==> src/rtl/regfile_pkg.sv <==
// Shared constants and types for the scpu register file.
package regfile_pkg;

  localparam int unsigned DEFAULT_DATA_W   = 8;
  localparam int unsigned DEFAULT_NUM_REGS = 4;

  function automatic int unsigned addr_w(input int unsigned num_regs);
    return $clog2(num_regs);
  endfunction

  localparam int unsigned DEFAULT_ADDR_W = addr_w(DEFAULT_NUM_REGS);

  typedef logic [DEFAULT_ADDR_W-1:0] scpu_reg_idx_t;

endpackage

==> src/rtl/regfile_sb_if.sv <==
// Decode/writeback bus of regfile_sb; master = datapath, slave = register file.
interface regfile_sb_if import regfile_pkg::*; #(
  parameter int unsigned DATA_W   = DEFAULT_DATA_W,
  parameter int unsigned NUM_REGS = DEFAULT_NUM_REGS
);
  localparam int unsigned ADDR_W = addr_w(NUM_REGS);

  logic                       wen;
  logic [ADDR_W-1:0]          rd;
  logic [DATA_W-1:0]          data;
  logic                       rd_req;
  logic [ADDR_W-1:0]          rs1;
  logic [ADDR_W-1:0]          rs2;
  logic [DATA_W-1:0]          q1;
  logic [DATA_W-1:0]          q2;
  logic                       q_valid;
  logic                       stall;
  logic                       alloc_en;
  logic [ADDR_W-1:0]          alloc_rd;
  logic                       alloc_conflict;
  logic [NUM_REGS-1:0]        busy;
  logic [NUM_REGS*DATA_W-1:0] regs_flat;

  modport master (
    output wen, rd, data, rd_req, rs1, rs2, alloc_en, alloc_rd,
    input  q1, q2, q_valid, stall, alloc_conflict, busy, regs_flat
  );

  modport slave (
    input  wen, rd, data, rd_req, rs1, rs2, alloc_en, alloc_rd,
    output q1, q2, q_valid, stall, alloc_conflict, busy, regs_flat
  );

endinterface

==> src/rtl/rf_scoreboard.sv <==
// Busy scoreboard: allocate sets, write clears (allocate wins), conflict pulse, read stall.
// REGFILE_ZERO_REG_EN: index 0 can never become busy.
module rf_scoreboard import regfile_pkg::*; #(
  parameter int unsigned NUM_REGS = DEFAULT_NUM_REGS,
  parameter int unsigned ADDR_W   = addr_w(NUM_REGS)
) (
  input  logic                clk,
  input  logic                rst,
  input  logic                wen,
  input  logic [ADDR_W-1:0]   rd,
  input  logic                rd_req,
  input  logic [ADDR_W-1:0]   rs1,
  input  logic [ADDR_W-1:0]   rs2,
  input  logic                alloc_en,
  input  logic [ADDR_W-1:0]   alloc_rd,
  output logic [NUM_REGS-1:0] busy,
  output logic                stall,
  output logic                alloc_conflict
);

  logic [NUM_REGS-1:0] set_vec;
  logic [NUM_REGS-1:0] clr_vec;
  logic [NUM_REGS-1:0] busy_next;
  logic                conflict_next;
  logic                src1_busy;
  logic                src2_busy;

  always_comb begin
    set_vec = '0;
    clr_vec = '0;
    for (int unsigned i = 0; i < NUM_REGS; i++) begin
      set_vec[i] = alloc_en && (alloc_rd == ADDR_W'(i));
      clr_vec[i] = wen && (rd == ADDR_W'(i));
    end
`ifdef REGFILE_ZERO_REG_EN
    set_vec[0] = 1'b0;
`endif
    // Set is ORed after the clear so a same-cycle allocate keeps the bit pending.
    busy_next     = (busy & ~clr_vec) | set_vec;
    conflict_next = set_vec[alloc_rd] && busy[alloc_rd] && !clr_vec[alloc_rd];
    src1_busy     = busy[rs1] && !clr_vec[rs1];
    src2_busy     = busy[rs2] && !clr_vec[rs2];
    stall         = rd_req && (src1_busy || src2_busy);
  end

  always_ff @(posedge clk) begin
    if (rst) begin
      busy           <= '0;
      alloc_conflict <= 1'b0;
    end else begin
      busy           <= busy_next;
      alloc_conflict <= conflict_next;
    end
  end

endmodule

==> src/rtl/regfile_sb.sv <==
// Multi-port register file with registered reads, write-to-read bypass and busy scoreboard.
// REGFILE_ZERO_REG_EN: register 0 is hard-wired to zero.
module regfile_sb import regfile_pkg::*; #(
  parameter int unsigned DATA_W   = DEFAULT_DATA_W,
  parameter int unsigned NUM_REGS = DEFAULT_NUM_REGS
) (
  input logic         clk,
  input logic         rst,
  regfile_sb_if.slave bus
);

  localparam int unsigned ADDR_W = addr_w(NUM_REGS);

  logic [DATA_W-1:0] regs [NUM_REGS];
  logic [DATA_W-1:0] rd_val1;
  logic [DATA_W-1:0] rd_val2;
  logic              wr_en;
  logic              accept;

  rf_scoreboard #(
    .NUM_REGS (NUM_REGS),
    .ADDR_W   (ADDR_W)
  ) u_scoreboard (
    .clk            (clk),
    .rst            (rst),
    .wen            (bus.wen),
    .rd             (bus.rd),
    .rd_req         (bus.rd_req),
    .rs1            (bus.rs1),
    .rs2            (bus.rs2),
    .alloc_en       (bus.alloc_en),
    .alloc_rd       (bus.alloc_rd),
    .busy           (bus.busy),
    .stall          (bus.stall),
    .alloc_conflict (bus.alloc_conflict)
  );

  always_comb begin
`ifdef REGFILE_ZERO_REG_EN
    wr_en = bus.wen && (bus.rd != '0);
`else
    wr_en = bus.wen;
`endif
    accept  = bus.rd_req && !bus.stall;
    rd_val1 = (wr_en && (bus.rd == bus.rs1)) ? bus.data : regs[bus.rs1];
    rd_val2 = (wr_en && (bus.rd == bus.rs2)) ? bus.data : regs[bus.rs2];
  end

  always_ff @(posedge clk) begin
    if (rst) begin
      for (int unsigned i = 0; i < NUM_REGS; i++) begin
        regs[i] <= '0;
      end
    end else if (wr_en) begin
      regs[bus.rd] <= bus.data;
    end
  end

  always_ff @(posedge clk) begin
    if (rst) begin
      bus.q1      <= '0;
      bus.q2      <= '0;
      bus.q_valid <= 1'b0;
    end else begin
      bus.q_valid <= accept;
      if (accept) begin
        bus.q1 <= rd_val1;
        bus.q2 <= rd_val2;
      end
    end
  end

  always_comb begin
    bus.regs_flat = '0;
    for (int unsigned i = 0; i < NUM_REGS; i++) begin
      bus.regs_flat[i*DATA_W +: DATA_W] = regs[i];
    end
  end

endmodule

==> src/flat_wrapper.sv <==
// flat-port wrapper written by rule: the top's interface ports become plain ports
module regfile_sb_flat import regfile_pkg::*;
#(
  parameter int unsigned DATA_W   = DEFAULT_DATA_W,
  parameter int unsigned NUM_REGS = DEFAULT_NUM_REGS
)
  (clk, rst, bus_wen, bus_rd, bus_data, bus_rd_req, bus_rs1, bus_rs2, bus_alloc_en, bus_alloc_rd, bus_q1, bus_q2, bus_q_valid, bus_stall, bus_alloc_conflict, bus_busy, bus_regs_flat);
  regfile_sb_if #(.DATA_W(DATA_W), .NUM_REGS(NUM_REGS)) bus_i ();
  input logic clk;
  input logic rst;
  input wire logic [$bits(bus_i.wen)-1:0] bus_wen;
  input wire logic [$bits(bus_i.rd)-1:0] bus_rd;
  input wire logic [$bits(bus_i.data)-1:0] bus_data;
  input wire logic [$bits(bus_i.rd_req)-1:0] bus_rd_req;
  input wire logic [$bits(bus_i.rs1)-1:0] bus_rs1;
  input wire logic [$bits(bus_i.rs2)-1:0] bus_rs2;
  input wire logic [$bits(bus_i.alloc_en)-1:0] bus_alloc_en;
  input wire logic [$bits(bus_i.alloc_rd)-1:0] bus_alloc_rd;
  output wire logic [$bits(bus_i.q1)-1:0] bus_q1;
  output wire logic [$bits(bus_i.q2)-1:0] bus_q2;
  output wire logic [$bits(bus_i.q_valid)-1:0] bus_q_valid;
  output wire logic [$bits(bus_i.stall)-1:0] bus_stall;
  output wire logic [$bits(bus_i.alloc_conflict)-1:0] bus_alloc_conflict;
  output wire logic [$bits(bus_i.busy)-1:0] bus_busy;
  output wire logic [$bits(bus_i.regs_flat)-1:0] bus_regs_flat;
  assign bus_i.wen = bus_wen;
  assign bus_i.rd = bus_rd;
  assign bus_i.data = bus_data;
  assign bus_i.rd_req = bus_rd_req;
  assign bus_i.rs1 = bus_rs1;
  assign bus_i.rs2 = bus_rs2;
  assign bus_i.alloc_en = bus_alloc_en;
  assign bus_i.alloc_rd = bus_alloc_rd;
  assign bus_q1 = bus_i.q1;
  assign bus_q2 = bus_i.q2;
  assign bus_q_valid = bus_i.q_valid;
  assign bus_stall = bus_i.stall;
  assign bus_alloc_conflict = bus_i.alloc_conflict;
  assign bus_busy = bus_i.busy;
  assign bus_regs_flat = bus_i.regs_flat;
  regfile_sb #(.DATA_W(DATA_W), .NUM_REGS(NUM_REGS)) u_core (.clk(clk), .rst(rst), .bus(bus_i));
endmodule
==> config.mk <==
export PLATFORM = sky130hd
export DESIGN_NAME = regfile_sb_flat
export DESIGN_NICKNAME = d
export VERILOG_FILES = /design/src/rtl/regfile_pkg.sv /design/src/rtl/regfile_sb_if.sv /design/src/rtl/rf_scoreboard.sv /design/src/rtl/regfile_sb.sv /design/src/flat_wrapper.sv
export SDC_FILE = /design/constraint.sdc
export NUM_CORES = 1
export LEC_CHECK = 0
export CORE_MARGIN = 1
export CORE_UTILIZATION = 35
export DETAILED_ROUTE_END_ITERATION = 8
export PLACE_DENSITY_LB_ADDON = 0.3
export SLEW_MARGIN = 10
export SYNTH_ARGS = -nofsm -noshare
export SYNTH_HDL_FRONTEND = slang
export SYNTH_SLANG_ARGS = --single-unit
==> constraint.sdc <==
create_clock -name clk -period 4 [get_ports clk]
set_input_delay 0.8 -clock clk [delete_from_list [all_inputs] [get_ports clk]]
set_output_delay 0.8 -clock clk [all_outputs]
set_load 0.005 [all_outputs]
# == Word-level counts from Yosys, hierarchy flattened ==
# Memories as Yosys holds them, arrays and structs flattened. A register that Yosys moved wholly into a read port is not among the register bits.
# Cells that the tools add are included.
# Widths: inputs -> output; s select.
# word_totals
ff_bits,6
ram_bits,32
inputBits,21
n_memories,1
# classes
order_cmp,3
eq_ne,6
muxes,22
n_bitwise,3
n_reduce_logical,22
# memory_table
memory,words,width,read_ports,rd_ports_with_merged_regs,wr,line,rtl
u_core.regs,4,8,6,2,4,regfile_sb.sv:14,logic [DATA_W-1:0] regs [NUM_REGS];
# op_table
operator,n
$bmux 1 s2,7
$logic_and 1x1->1,14
$mux 1,13
$lt 2x3->1 const B,3
$eq 2x2->1 const B,4
$mux 8,1
$reduce_or 8->1,1
$and 4x4->4,1
$eq 2x1->1 const B,2
$logic_not 1->1,4
$logic_not 2->1,2
$not 4->4,1
$or 4x4->4,1
$mux 2,1
$logic_or 1x1->1,1

# == Logic depth before layout (Yosys ltp) ==
# depth
ltp_word,10
depth_mapped,8
ltp_nobuf,5

# == Hierarchy ==
# Synthesis repeated with hierarchy kept, for this count alone.
# hier_totals
hier_cells,284
hier_area_um2,3158.0
# modules_own_cells
mod,n_inst,cells_per_inst,area_each_um2
regfile_sb,1,244,2758.9
rf_scoreboard,1,40,399.1

# == Least setup slack after synthesis ==
# Ideal clock, no wire load.
# synth_timing
path_kind,input -> output
start,input port bus_rs2[1]
end,output port bus_stall
arrival_ns,1.547
slack_ns,1.653
path_stages,4
path_cell_list,buf_2 > mux4_2 > o31ai_1 > a21boi_0
# synth_between
elab_chain_len,6
elab_cells_between_ends,8
# synth_rtl
item,line,rtl
start: declaration,flat_wrapper.sv:16,input wire logic [$bits(bus_i.rs2)-1:0] bus_rs2;
$bmux 1 s2,rf_scoreboard.sv:42,src2_busy = busy[rs2] && !clr_vec[rs2];
$mux 1 (implied by the code),rf_scoreboard.sv:42,
$logic_not 1->1,rf_scoreboard.sv:42,
$logic_and 1x1->1 (*),rf_scoreboard.sv:42,
$logic_or 1x1->1 (*),rf_scoreboard.sv:43,stall = rd_req && (src1_busy || src2_busy);
$logic_and 1x1->1 (*),rf_scoreboard.sv:43,
end: declaration,flat_wrapper.sv:22,output wire logic [$bits(bus_i.stall)-1:0] bus_stall;
# Every way passes the cells marked *; elsewhere a longest branch is shown, timed or not. The select of a mux whose other input is x is not followed.

# == Worst setup path in the final report ==
# layout_timing
start,input port bus_rd[0]
end,output port bus_stall
# layout_between
elab_chain_len,8
elab_cells_between_ends,18
# layout_rtl
item,line,rtl
start: declaration,flat_wrapper.sv:12,input wire logic [$bits(bus_i.rd)-1:0] bus_rd;
"$eq 2x1->1, or another cell as far along",rf_scoreboard.sv:33,clr_vec[i] = wen && (rd == ADDR_W'(i));
$logic_and 1x1->1,rf_scoreboard.sv:33,
$bmux 1 s2 (on tied branches),"rf_scoreboard.sv:41, rf_scoreboard.sv:42",
$mux 1 (on tied branches),"rf_scoreboard.sv:41, rf_scoreboard.sv:42",
$logic_not 1->1 (on tied branches),"rf_scoreboard.sv:41, rf_scoreboard.sv:42",
$logic_and 1x1->1 (on tied branches),"rf_scoreboard.sv:41, rf_scoreboard.sv:42",
$logic_or 1x1->1 (*),rf_scoreboard.sv:43,
$logic_and 1x1->1 (*),rf_scoreboard.sv:43,
# Marked as above.

==> summary.txt <==
XOR/XNOR Fraction of Synth Area -> 1.53%
Inserted Clock Buffers -> 5
dominant register cell in the synthesized netlist -> sky130_fd_sc_hd__edfxtp_1
signed area change from the synthesized netlist to the final layout -> 34.1%
arrival time worst endpoint -> 2.66 ns
CTS Hold Bufs -> 0
startpoint-to-endpoint class of the critical path -> primary input to primary output
detailed-route via count -> 2190
Slew Limit Fails -> 0
setup slack after placement -> 0.559 ns
Port Buffers -> 75
fraction of synthesized area in multiplexers -> 17.7%
worst clock skew on the final layout -> 0.0144 ns
antenna violations before repair -> 0
RD Place Congestion -> 0.777
final setup violation count -> 0
initial core utilization -> 36.7%
standard-cell row count -> 32
number of nets in the final layout -> 336
vias per cell -> 5.24
post-layout min period -> 3.46 ns
hold violation count in the final report -> 0
Initial DRT Pass Iterations -> 4
worst hold-check path type -> flop to flop
power per cell area -> 336 nW/um^2
synth warn -> 0
final worst path period share -> 86.4%
slowest stage cell on the critical path -> sky130_fd_sc_hd__clkdlybuf4s50_1
I/O pins -> 76
max incr delay on CP -> 0.64 ns
critical path, cell by cell -> clkdlybuf4s50_1 -> xor2_1 -> o31ai_1 -> a21boi_0 -> clkdlybuf4s50_1
die width -> 92.5 um
Routed WL per cell -> 17.9 um
RSZ-0062 raised after global routing -> no
later-pin clock latency in the skew report -> 0.31 ns
number of enable-type register cells in the synthesized netlist -> 32
synthesized-area fraction occupied by and/or/nand/nor cells -> 17.7%
largest family of logic cells by synthesized area -> simple AND/OR/NAND/NOR gates
Mapped Cells -> 240
most used standard cells in the synthesized netlist -> sky130_fd_sc_hd__edfxtp_1, sky130_fd_sc_hd__and2_1, sky130_fd_sc_hd__nor2_1
count of H-tree levels built during CTS -> 2
Startpoint Class -> primary input
async set-reset flop share out of synthesis -> 0%
Std-Cell Core Area -> 7810 sq um
CTS tree -> done
Top cell by count, worst path -> sky130_fd_sc_hd__clkdlybuf4s50_1
Post-DRT Antenna Nets -> 0
number of register bits inferred by synthesis -> 54
DRC violations left -> 0
syn_nets -> 261
share of post-route cells with drive strength above 1 -> 16.1%
global-route congestion overflow total -> 0
top-count cell post-synth -> sky130_fd_sc_hd__edfxtp_1
maximum clock frequency -> 0.289 GHz
IR Drop Worst-Case VDD -> 0.154 mV
Resize count post-CTS -> 0
via count of the first global-routing pass -> 2143
Total Routing Usage GR -> 18.5%
Filler cells -> 733
Critical Path Fanout Max -> 13
largest net degree at the start of global routing -> 23
diode count -> 0
Worst EP required -> 3.20 ns
final-layout setup total negative slack -> 0 ns
fraction of the yosys area taken by sequential cells -> 48.9%
largest cells by area after synthesis -> sky130_fd_sc_hd__edfxtp_1, sky130_fd_sc_hd__dfxtp_1, sky130_fd_sc_hd__mux4_2
clock-pin slew on the worst setup and hold paths -> 0.10 ns
Routed Wire Length -> 7470 um
overall power consumption -> 1.29 mW
CTS Sinks -> 54
detailed router's first-iteration violation count -> 101
Root Driver -> sky130_fd_sc_hd__clkbuf_8
Avg Inst Size Synth -> 11.9 sq um
worst rel slew slack -> 33.8%
setup repair bufs after CTS -> 0
clock buffer depth -> 2
kind of capture point of the worst setup path -> primary output
area of the die -> 8550 sq um
area of the mapped netlist -> 2870 sq um
transition time of the tightest slew-check pin -> 0.990 ns
Leak -> 1.35 nW
half-perimeter wire length of the detailed placement result -> 5480 um
number of distinct library cells after synthesis -> 36
final setup slack of the worst path -> 0.544 ns
dominant cell type by area after synthesis -> sky130_fd_sc_hd__edfxtp_1
fraction of the mapped netlist area in compound gates -> 11.4%
run status -> completed
vertical die dimension -> 92.5 um
Yosys top cell area share -> 33.5%
Synth Area in Adders -> 0%
Maximum Capacitance Violations -> 0
first-pass GRT wire length -> 11800 um
registers in the layout, indices dropped and copies added (netlist names):
register,flops
u_core.bus.q_valid,1
u_core.u_scoreboard.busy,4
u_core.bus.q1,8
u_core.u_scoreboard.alloc_conflict,1
u_core.bus.q2,8
u_core.regs,32
routing by layer:
layer  share of wire (%)  GRT usage (%)
met1                  46           26.3
met5                   0              0
met3                 6.5           3.28
met4                0.96           4.82
met2                  46           29.2
final timing paths:
check	slack [ns]	end	cells after the start	startpoint
max	0.54	bus_stall	5	bus_rd[0]
min	0.50	u_core.bus.q2[6]	2	u_core.bus.q2[6]
max reg2reg	2.10	u_core.bus.q1[5]	6	u_core.u_scoreboard.busy[0]
min reg2reg	0.50	u_core.bus.q2[6]	2	u_core.bus.q2[6]
power breakdown:
group / internal (mW) / switching (mW) / total (mW)
clock network: 0.127 / 0.191 / 0.318
registers: 0.637 / 0.0331 / 0.671
logic: 0.172 / 0.131 / 0.303
total: 0.936 / 0.355 / 1.29
through the flow:
stage          cells  hold slack (ns)  utilization, %  cell area, sq um
6_report         418            0.497            49.2              3840
5_1_grt          418            0.530            49.2              3840
4_1_cts          418            0.499            49.2              3840
3_5_place_dp     410            0.481            48.0              3750
3_3_place_gp     410            0.486            48.0              3750
2_1_floorplan    240            0.484               -              2870
layout make-up:
| type | instances | area (sq um) | share of cell area [%] |
|---|---|---|---|
| sequential | 54 | 1400 | 36.5 |
| multi-input combinational | 167 | 1390 | 36.0 |
| tap | 102 | 128 | 3.32 |
| timing repair buffer | 86 | 833 | 21.7 |
| clock inverter | 3 | 22.5 | 0.586 |
| clock buffer | 5 | 68.8 | 1.79 |
| inverter | 1 | 3.75 | 0.0977 |
cells in the final DEF, fill, tap and decap left out, types with 2 or more instances in the layout:
cell type,instances
sky130_fd_sc_hd__a21oi_1,12
sky130_fd_sc_hd__and3_1,9
sky130_fd_sc_hd__a211oi_2,9
sky130_fd_sc_hd__a211oi_1,7
sky130_fd_sc_hd__nor4b_1,2
sky130_fd_sc_hd__mux2i_1,9
sky130_fd_sc_hd__nand2b_1,3
sky130_fd_sc_hd__nor2_1,26
sky130_fd_sc_hd__xor2_1,4
sky130_fd_sc_hd__o31ai_1,2
sky130_fd_sc_hd__o21ai_0,2
sky130_fd_sc_hd__nand2_1,10
sky130_fd_sc_hd__clkdlybuf4s50_1,75
sky130_fd_sc_hd__buf_4,11
sky130_fd_sc_hd__and2_1,27
sky130_fd_sc_hd__nand3_1,3
sky130_fd_sc_hd__mux4_2,18
sky130_fd_sc_hd__dfxtp_1,22
sky130_fd_sc_hd__edfxtp_1,32
sky130_fd_sc_hd__nand3b_1,2
sky130_fd_sc_hd__clkbuf_8,5
sky130_fd_sc_hd__nor3_1,9
sky130_fd_sc_hd__inv_6,2
worst max-delay path: cells and delay by family:
kind	cells	cell delay, ns
xor gates and xnor gates	1	0.26
buffers and inverters	2	1.11
AOI/OAI and AO/OA	2	0.50
cell families (layout without fill, tap and decap cells):
family / after synthesis / in the layout
xor gates and xnor gates: 5 / 5
muxes: 28 / 28
and+or+nand+nor: 95 / 95
buffers and inverters: 19 / 95
DFF: 54 / 54
AOI/OAI and AO/OA: 39 / 39
Note: power is estimated with default switching activity, not from simulation.
